File: src/rtl/disp_pkg.sv
// rtl/disp_pkg.sv - shared types and constants for the 7-segment scan controller
package disp_pkg;

  typedef enum logic [1:0] {
    ST_OFF  = 2'd0,
    ST_SHOW = 2'd1,
    ST_GAP  = 2'd2
  } scan_state_t;

  localparam logic [11:0] DISP_OFF = 12'hFFF;

  // Active-low {dp,g,f,e,d,c,b,a} codes, hex 0 in the low byte.
  localparam logic [127:0] SEG_CODES = {
    8'h8E, 8'h86, 8'hA1, 8'hC6, 8'h83, 8'h88, 8'h90, 8'h80,
    8'hF8, 8'h82, 8'h92, 8'h99, 8'hB0, 8'hA4, 8'hF9, 8'hC0
  };

endpackage

File: src/rtl/seg7_decode.sv
// rtl/seg7_decode.sv - hex digit to active-low {g,f,e,d,c,b,a} segments
module seg7_decode
  import disp_pkg::*;
(
  input  logic [3:0] hex,
  output logic [6:0] seg
);

  assign seg = SEG_CODES[{hex, 3'b000} +: 7];

endmodule

File: src/rtl/disp_scan_ctrl.sv
// rtl/disp_scan_ctrl.sv - 4-digit 7-segment scan controller with staged, frame-aligned updates
// Optional leading-zero blanking on digits 3..1 when DISP_LZB_EN is defined.
module disp_scan_ctrl
  import disp_pkg::*;
#(
  parameter int SCAN_TICKS = 100000,
  parameter int GAP_TICKS  = 100
) (
  input  logic        CLK,
  input  logic        RST_N,
  input  logic        enable,
  input  logic        wr_en,
  input  logic [1:0]  wr_addr,
  input  logic [3:0]  wr_data,
  input  logic        wr_dp,
  input  logic        commit,
  output logic [11:0] DISP,
  output logic        frame_tick,
  output logic        commit_pending
);

  localparam int MAX_TICKS = (SCAN_TICKS > GAP_TICKS) ? SCAN_TICKS : GAP_TICKS;
  localparam int CW        = $clog2(MAX_TICKS + 1);
  localparam logic [CW-1:0] SCAN_LOAD = CW'(SCAN_TICKS - 1);
  localparam logic [CW-1:0] GAP_LOAD  = CW'((GAP_TICKS > 0) ? GAP_TICKS - 1 : 0);

  scan_state_t   state;
  logic [1:0]    digit;
  logic [CW-1:0] cnt;

  logic [3:0] stg_val   [4];
  logic [3:0] shown_val [4];
  logic [3:0] stg_dp;
  logic [3:0] shown_dp;

  logic [3:0] cur_val;
  logic [6:0] seg_dec;
  logic [6:0] seg_out;
  logic       last_step;
  logic       frame_end;
  logic       apply;
  logic       blank;

  assign cur_val = shown_val[digit];

  seg7_decode u_seg7_decode (
    .hex (cur_val),
    .seg (seg_dec)
  );

  // Frame ends on the final tick of digit 3's trailing state (GAP, or SHOW when there is no gap).
  assign last_step = (GAP_TICKS > 0) ? (state == ST_GAP) : (state == ST_SHOW);
  assign frame_end = enable && last_step && (digit == 2'd3) && (cnt == '0);
  assign apply     = frame_end || (state == ST_OFF);

`ifdef DISP_LZB_EN
  always_comb begin
    blank = (digit != 2'd0);
    for (int j = 0; j < 4; j++) begin
      if ((j >= int'(digit)) && (shown_val[j] != 4'd0)) blank = 1'b0;
    end
  end
`else
  assign blank = 1'b0;
`endif

  assign seg_out = blank ? 7'h7F : seg_dec;

  always_ff @(posedge CLK) begin
    if (!RST_N) begin
      state          <= ST_OFF;
      digit          <= 2'd0;
      cnt            <= '0;
      DISP           <= DISP_OFF;
      frame_tick     <= 1'b0;
      commit_pending <= 1'b0;
      stg_dp         <= 4'd0;
      shown_dp       <= 4'd0;
      for (int i = 0; i < 4; i++) begin
        stg_val[i]   <= 4'd0;
        shown_val[i] <= 4'd0;
      end
    end else begin
      if (wr_en) begin
        stg_val[wr_addr] <= wr_data;
        stg_dp[wr_addr]  <= wr_dp;
      end

      // A commit landing on the apply cycle itself waits for the next one.
      if (apply && commit_pending) begin
        shown_val      <= stg_val;
        shown_dp       <= stg_dp;
        commit_pending <= commit;
      end else if (commit) begin
        commit_pending <= 1'b1;
      end

      frame_tick <= frame_end;

      if (enable && (state == ST_SHOW))
        DISP <= {~(4'b0001 << digit), ~shown_dp[digit], seg_out};
      else
        DISP <= DISP_OFF;

      if (!enable) begin
        state <= ST_OFF;
        digit <= 2'd0;
        cnt   <= '0;
      end else begin
        case (state)
          ST_OFF: begin
            state <= ST_SHOW;
            digit <= 2'd0;
            cnt   <= SCAN_LOAD;
          end
          ST_SHOW: begin
            if (cnt != '0) begin
              cnt <= cnt - CW'(1);
            end else if (GAP_TICKS > 0) begin
              state <= ST_GAP;
              cnt   <= GAP_LOAD;
            end else begin
              digit <= digit + 2'd1;
              cnt   <= SCAN_LOAD;
            end
          end
          ST_GAP: begin
            if (cnt != '0) begin
              cnt <= cnt - CW'(1);
            end else begin
              state <= ST_SHOW;
              digit <= digit + 2'd1;
              cnt   <= SCAN_LOAD;
            end
          end
          default: begin
            state <= ST_OFF;
            digit <= 2'd0;
            cnt   <= '0;
          end
        endcase
      end
    end
  end

endmodule
File: config.mk
export PLATFORM = sky130hd
export DESIGN_NAME = disp_scan_ctrl
export DESIGN_NICKNAME = d
export VERILOG_FILES = /design/src/rtl/disp_pkg.sv /design/src/rtl/seg7_decode.sv /design/src/rtl/disp_scan_ctrl.sv
export SDC_FILE = /design/constraint.sdc
export NUM_CORES = 1
export LEC_CHECK = 0
export CAP_MARGIN = 20
export CORE_ASPECT_RATIO = 0.9
export CORE_UTILIZATION = 30
export CTS_CLUSTER_SIZE = 20
export DETAILED_ROUTE_END_ITERATION = 16
export DONT_BUFFER_PORTS = 1
export PLACE_DENSITY = 0.55
export SYNTH_ARGS = -nofsm -noshare
export SYNTH_HDL_FRONTEND = slang
export SYNTH_SLANG_ARGS = --single-unit
File: constraint.sdc
create_clock -name CLK -period 2.4 [get_ports CLK]
set_input_delay 0.48 -clock CLK [delete_from_list [all_inputs] [get_ports CLK]]
set_output_delay 0.48 -clock CLK [all_outputs]
set_load 0.01 [all_outputs]
==> reports/metrics.cfg, run 1 <==
[setup_path]
critPathMaxStageDelay_ns=0.63
path_max_fanout=9
cp_data_required_time_ns=2.59
cp_num_buf_inv=1
r2r_start=digit[0]
crit_start=digit[0]
critPathArrivalTime_ns=2.27
crit_top_cell=o211ai_1
path_cells=mux4_2, inv_1, ha_1, o211ai_1, o211ai_1
path_class=register to register
crit_path_end_kind=register
crit_slowest_cell=mux4_2
cp_top_family=multiplexers
start_kind=register
regToRegSetupSlack_ns=0.32

[route]
vias=2587
wl_per_cell_um=13.41
wl_um=7081
first_iter_violations=257
drc=0
dr.pass1.iters=4
postRouteAntennaNets=0
vias_per_cell=4.900

[floorplanning]
dieWidth_um=115.6
pin_count=26
dieArea_sq_um=12060
die-height_um=104.3
fp-row-count=36
coreArea_sq_um=11080
initial_core_util=0.3147

[timing]
finalCritPeriodShare=0.8680
worst_pin_slew_ns=0.5779
maxSlewHeadroom=0.6142
hold_viol=0
rsz0062_at_grt=false
skew_ns=0.01022
period_minus_slack_ns=2.083
setup-tns-final_ns=0
finalSetupViolCount=0
max_freq_mhz=480.0
final_max_slew_viol_count=0

[cells_and_area]
nets=395
diodes=0
finalInstanceArea_sq_um=3938
areaGrowthSynthToFinish_pct=12.92
fillers=1158
layout-drive-gt1-share=0.1170

[power_and_ir_drop]
ir_drop_mv=0.4217
p_per_area_nw_per_um2=777.0
p_leak_nw=1.415

[clocking]
root_buffer=clkbuf_16
postCtsResizedCells=0
clk_transition_reported_paths_ns=0.06
clk_path_buf_depth=2
insertion_delay_ns=0.33
cts_hold_buf=0
htree_levels=3
cts_buffers=9
cts_sinks=75
cts_tree=yes
cts_setup_buffers=0

[synth]
yosysTopAreaCell=dfxtp_1
ys_seq_area_frac=0.4306
ys_warn_count=0
ys_ff_latch=75
synth_top_cell_area_share=0.4306
avgSynthCellArea_sq_um=9.152
synthCells=381
ys_types=56
syn_nets=405
syn-cell-area_sq_um=3487
netlist_top_cells_area=dfxtp_1 43%, mux2i_1 6.0%, nand2_1 5.2%

[global_route]
antenna_found_initial=0
grt_max_degree=64
grt_pass1_wl_um=11940
grt_pass1_vias=2401
grt.total_usage=0.1258
overflow=0

[placement]
port_buffers=0
dp_hpwl_um=4915
placed_cell_area_sq_um=3603
globalplace.congestion=0.7921

[job]
cap_violations=0

[min_path]
min_path_type=input port to register
hp-start=RST_N

[status]
status=completed

[sequential cells by signal, summed over array words and instances, names as in the netlist]
register / flops
stg_dp: 4
stg_val: 16
DISP: 12
commit_pending: 1
digit: 2
cnt: 17
shown_val: 16
state: 2
shown_dp: 4
frame_tick: 1
[cells in the mapped netlist (all sizes together)]
| cell | instances |
|---|---|
| dfxtp | 75 |
| a21oi | 7 |
| and2 | 3 |
| o21a | 1 |
| nand4 | 2 |
| xnor2 | 9 |
| nand2b | 2 |
| o21ai | 34 |
| nor4b | 2 |
| xor2 | 4 |
| nand4b | 2 |
| a211oi | 1 |
| nor2b | 22 |
| a22oi | 1 |
| o31ai | 1 |
| nor2 | 23 |
| mux4 | 5 |
| or4 | 1 |
| mux2 | 2 |
| mux2i | 21 |
| a41oi | 1 |
| o221ai | 2 |
| ha | 12 |
| nand2 | 49 |
| buf | 7 |
| o32ai | 1 |
| or2 | 2 |
| nand3b | 4 |
| a311oi | 1 |
| maj3 | 1 |
| and3 | 2 |
| inv | 7 |
| nand3 | 35 |
| and4 | 2 |
| or3b | 1 |
| o211ai | 5 |
| o2111ai | 1 |
| a31oi | 2 |
| nor3b | 4 |
| nor3 | 3 |
| nor4 | 4 |
| clkbuf | 17 |
[per-stage QoR]
stage               power [mW]  hold WS (ns)  instances  setup WS [ns]    util
floorplan                1.563        0.4252        381         0.5803       -
global placement         1.596        0.4390        512         0.3655  0.3252
detailed placement       1.599        0.4491        512         0.3049  0.3252
CTS                      3.094        0.2768        528         0.2971  0.3554
global route             3.183        0.2744        528         0.1464  0.3554
finish                   3.060        0.2789        528         0.3168  0.3554
[cell families after synthesis]
group / synth area share
adders and majority gates: 0.04628
buffers and inverters: 0.03983
xor gates and xnor gates: 0.03265
and+or+nand+nor: 0.2537
DFF: 0.4306
muxes: 0.09903
AOI/OAI and AO/OA: 0.09796
[power breakdown]
| group | total (mW) | switching (mW) | internal [mW] |
|---|---|---|---|
| Sequential | 1.33 | 0.0459 | 1.29 |
| Clock | 1.49 | 0.538 | 0.949 |
| Combinational | 0.241 | 0.128 | 0.113 |
[worst paths after layout]
path	end	depth (start not counted)
setup / recovery	DISP[1]	5
hold / removal	stg_val[0]	1
setup reg to reg	DISP[1]	5
hold reg to reg	shown_val[3]	2
[per-layer routing]
metal | wire length, um | GRT usage | part of all wire
met5 | 0 | 0 | 0
met4 | 153 | 0.06136 | 0.022
met1 | 3660 | 0.1784 | 0.52
met2 | 2972 | 0.1758 | 0.42
met3 | 294 | 0.03030 | 0.042
[layout by cell type (no fill, tap or decap), types with 3 or more instances in the layout]
| master | n |
|---|---|
| a21oi_1 | 6 |
| clkbuf_16 | 9 |
| dfxtp_1 | 75 |
| ha_1 | 12 |
| inv_1 | 7 |
| mux2i_1 | 21 |
| mux4_2 | 5 |
| nand2_1 | 48 |
| nand3_1 | 35 |
| nand3b_1 | 4 |
| nor2_1 | 22 |
| nor2b_1 | 22 |
| nor3b_1 | 3 |
| o211ai_1 | 5 |
| o21ai_0 | 31 |
| xnor2_1 | 9 |
| xor2_1 | 4 |
[layout make-up]
class,instances,area (sq um),area share
Clock buffer,10,239.0,0.06069
Inverter,7,26.28,0.006673
Tap cell,152,190.2,0.04830
Multi-Input combinational cell,275,1851,0.4700
Sequential cell,75,1501,0.3813
Timing Repair Buffer,3,35.03,0.008897
Clock inverter,6,95.09,0.02415
Note: power is estimated with default switching activity, not from simulation.
==> run 2: changes to the inputs <==
--- a/config.mk
+++ b/config.mk
@@ -7,11 +7,12 @@
 export LEC_CHECK = 0
 export CAP_MARGIN = 20
 export CORE_ASPECT_RATIO = 0.9
-export CORE_UTILIZATION = 30
+export CORE_UTILIZATION = 35
 export CTS_CLUSTER_SIZE = 20
 export DETAILED_ROUTE_END_ITERATION = 16
 export DONT_BUFFER_PORTS = 1
-export PLACE_DENSITY = 0.55
+export PLACE_DENSITY = 0.6
+export SLEW_MARGIN = 40
 export SYNTH_ARGS = -nofsm -noshare
 export SYNTH_HDL_FRONTEND = slang
 export SYNTH_SLANG_ARGS = --single-unit
==> run 2 against run 1 <==
Sequential share of layout area grew 1.7 points. Sequential power is essentially flat. Clock power shrank 32%. Clock-buffer cell count shrank 1. Fmax is essentially flat. Cell count shrank 4.7%. Largest power group is now sequential cells.
==> reports/metrics.cfg, run 2 (synthesis results as in run 1) <==
[status]
status=completed

[cells_and_area]
final_cell_mix=75 x dfxtp_1, 48 x nand2_1, 35 x nand3_1
reg_top3=cnt (17), shown_val (16), stg_val (16)
multi_input_area_sq_um=1851  ; unchanged
diodes=0  ; unchanged
register_area_sq_um=1501  ; unchanged
layout-drive-gt1-share=0.1194  ; +0.002342
nets=396  ; +0.25%
fillers=969  ; -16%
top_register=cnt
largest_reg_flops=17  ; unchanged
final_common_cell=dfxtp_1
areaGrowthSynthToFinish_pct=8.145

[min_path]
hp-start=RST_N
min_path_type=input port to register
holdPathStages=1  ; unchanged
min_to=stg_dp[2]

[timing]
max_freq_mhz=480.1  ; about the same
setup-tns-final_ns=0  ; unchanged
hold_viol=0  ; unchanged
final_max_slew_viol_count=0  ; unchanged
period_minus_slack_ns=2.083  ; -0.0001380 ns
rsz0062_at_grt=false
finalCritPeriodShare=0.8679  ; about the same
finalSetupViolCount=0  ; unchanged
skew_ns=0.01463  ; +0.004413 ns
fin_ws_ns=0.3170  ; +0.0001380 ns
maxSlewHeadroom=0.5759  ; -0.03827
worst_pin_slew_ns=0.6333  ; +0.05542 ns

[floorplanning]
dieArea_sq_um=10370  ; -14%
dieWidth_um=107.2  ; -7.3%
die-height_um=96.70  ; -7.3%
coreArea_sq_um=9657  ; -13%
fp-row-count=34  ; -5.6%
pin_count=26  ; unchanged
initial_core_util=0.3611  ; +0.04640

[setup_path]
path_max_fanout=9  ; unchanged
cp_data_required_time_ns=2.61  ; +0.02 ns
r2r-end=DISP[1]
r2r_start=digit[0]
critPathArrivalTime_ns=2.29  ; +0.02 ns
crit_path_end_kind=register
reg2reg_depth=5  ; unchanged
path_class=register to register
regToRegSetupSlack_ns=0.32  ; about the same
crit_start=digit[0]
start_kind=register

[clocking]
cts_buffers=9  ; unchanged
cts_setup_buffers=0  ; unchanged
clk_path_buf_depth=2  ; unchanged
clk_transition_reported_paths_ns=0.09  ; +0.03 ns
htree_levels=3  ; unchanged
root_buffer=clkbuf_8
cts_sinks=75  ; unchanged
insertion_delay_ns=0.35  ; +0.02 ns
postCtsResizedCells=0  ; unchanged
cts_hold_buf=0  ; unchanged
cts_tree=yes

[route]
dr.pass1.iters=4  ; unchanged
drc=0  ; unchanged
wl_per_cell_um=13.70  ; +2.2%
vias_per_cell=5.085  ; +3.8%
postRouteAntennaNets=0  ; unchanged
wl_um=6893  ; -2.7%
vias=2558  ; -1.1%
first_iter_violations=175  ; -32%

[placement]
dp_hpwl_um=4738  ; -3.6%
globalplace.congestion=0.8160  ; +3.0%
dp_slack_ns=0.2794  ; -0.02558 ns
port_buffers=0  ; unchanged

[global_route]
overflow=0  ; unchanged
use_met3=0.03167  ; +0.001368
antenna_found_initial=0  ; unchanged
use_met1=0.2165  ; +0.03817
grt_pass1_wl_um=11770  ; -1.4%
grt_max_degree=64  ; unchanged
met2_usage=0.1955  ; +0.01974
grt_pass1_vias=2352  ; -2.0%
grt_busiest_layer=met1
grt.total_usage=0.1433  ; +0.01748

[power_and_ir_drop]
p_leak_nw=1.360  ; -3.9%
total_power_mw=2.594  ; -15%
ir_drop_mv=0.3238  ; -23%
p_per_area_nw_per_um2=687.9  ; -11%

[job]
cap_violations=0  ; unchanged

## run 2: cell types whose count changed in the layout (fill, tap and decap cells not counted), sizes merged
cell	change
clkinv	-1
inv	+3
bufinv	-1
buf	+1
clkbuf	-1
## run 2: layout make-up
type | instances | area share
clock buffer | 9 | 0.03285
clock inverter | 7 | 0.02157
inverter | 7 | 0.006967
multi-input combinational | 275 | 0.4907
sequential | 75 | 0.3981
tap | 126 | 0.04180
timing repair buffer | 4 | 0.007963
## run 2: metrics by stage
stage / hold slack, ns / utilization / instance area [sq um] / std cells
2_1_floorplan: 0.4252 / - / 3487 / 381
3_5_place_dp: 0.4493 / 0.3693 / 3566 / 487
3_3_place_gp: 0.4436 / 0.3693 / 3566 / 487
5_1_grt: 0.2577 / 0.3905 / 3771 / 503
6_report: 0.2687 / 0.3905 / 3771 / 503
4_1_cts: 0.2513 / 0.3905 / 3771 / 503
## run 2: per-layer routing
metal / part of all wire / wire (um)
met1: 0.54 / 3723
met2: 0.42 / 2880
met3: 0.032 / 223
met4: 0.0094 / 65
met5: 0 / 0
## run 2: worst max-delay path: stages, from the launching register on
cell      delay (ns)
dfxtp_1         0.61
mux4_2          0.63
inv_1           0.15
ha_1            0.26
o211ai_1        0.18
o211ai_1        0.12
## run 2: worst max-delay path by stage
stage / endpoint / slack (ns) / cells past startpoint
finish: DISP[1] / 0.32 / 5
global route: DISP[1] / 0.12 / 5
CTS: DISP[1] / 0.28 / 5
detailed placement: DISP[1] / 0.28 / 5
global placement: DISP[6] / 0.37 / 5
floorplan: DISP[1] / 0.58 / 6
## run 2: where the power goes
group          internal (mW)  leakage, nW  switching [mW]  total (mW)
clock network          0.501        0.107           0.522        1.02
registers               1.28        0.610          0.0438        1.33
logic                  0.112        0.643           0.133       0.245
total                   1.90         1.36           0.698        2.59
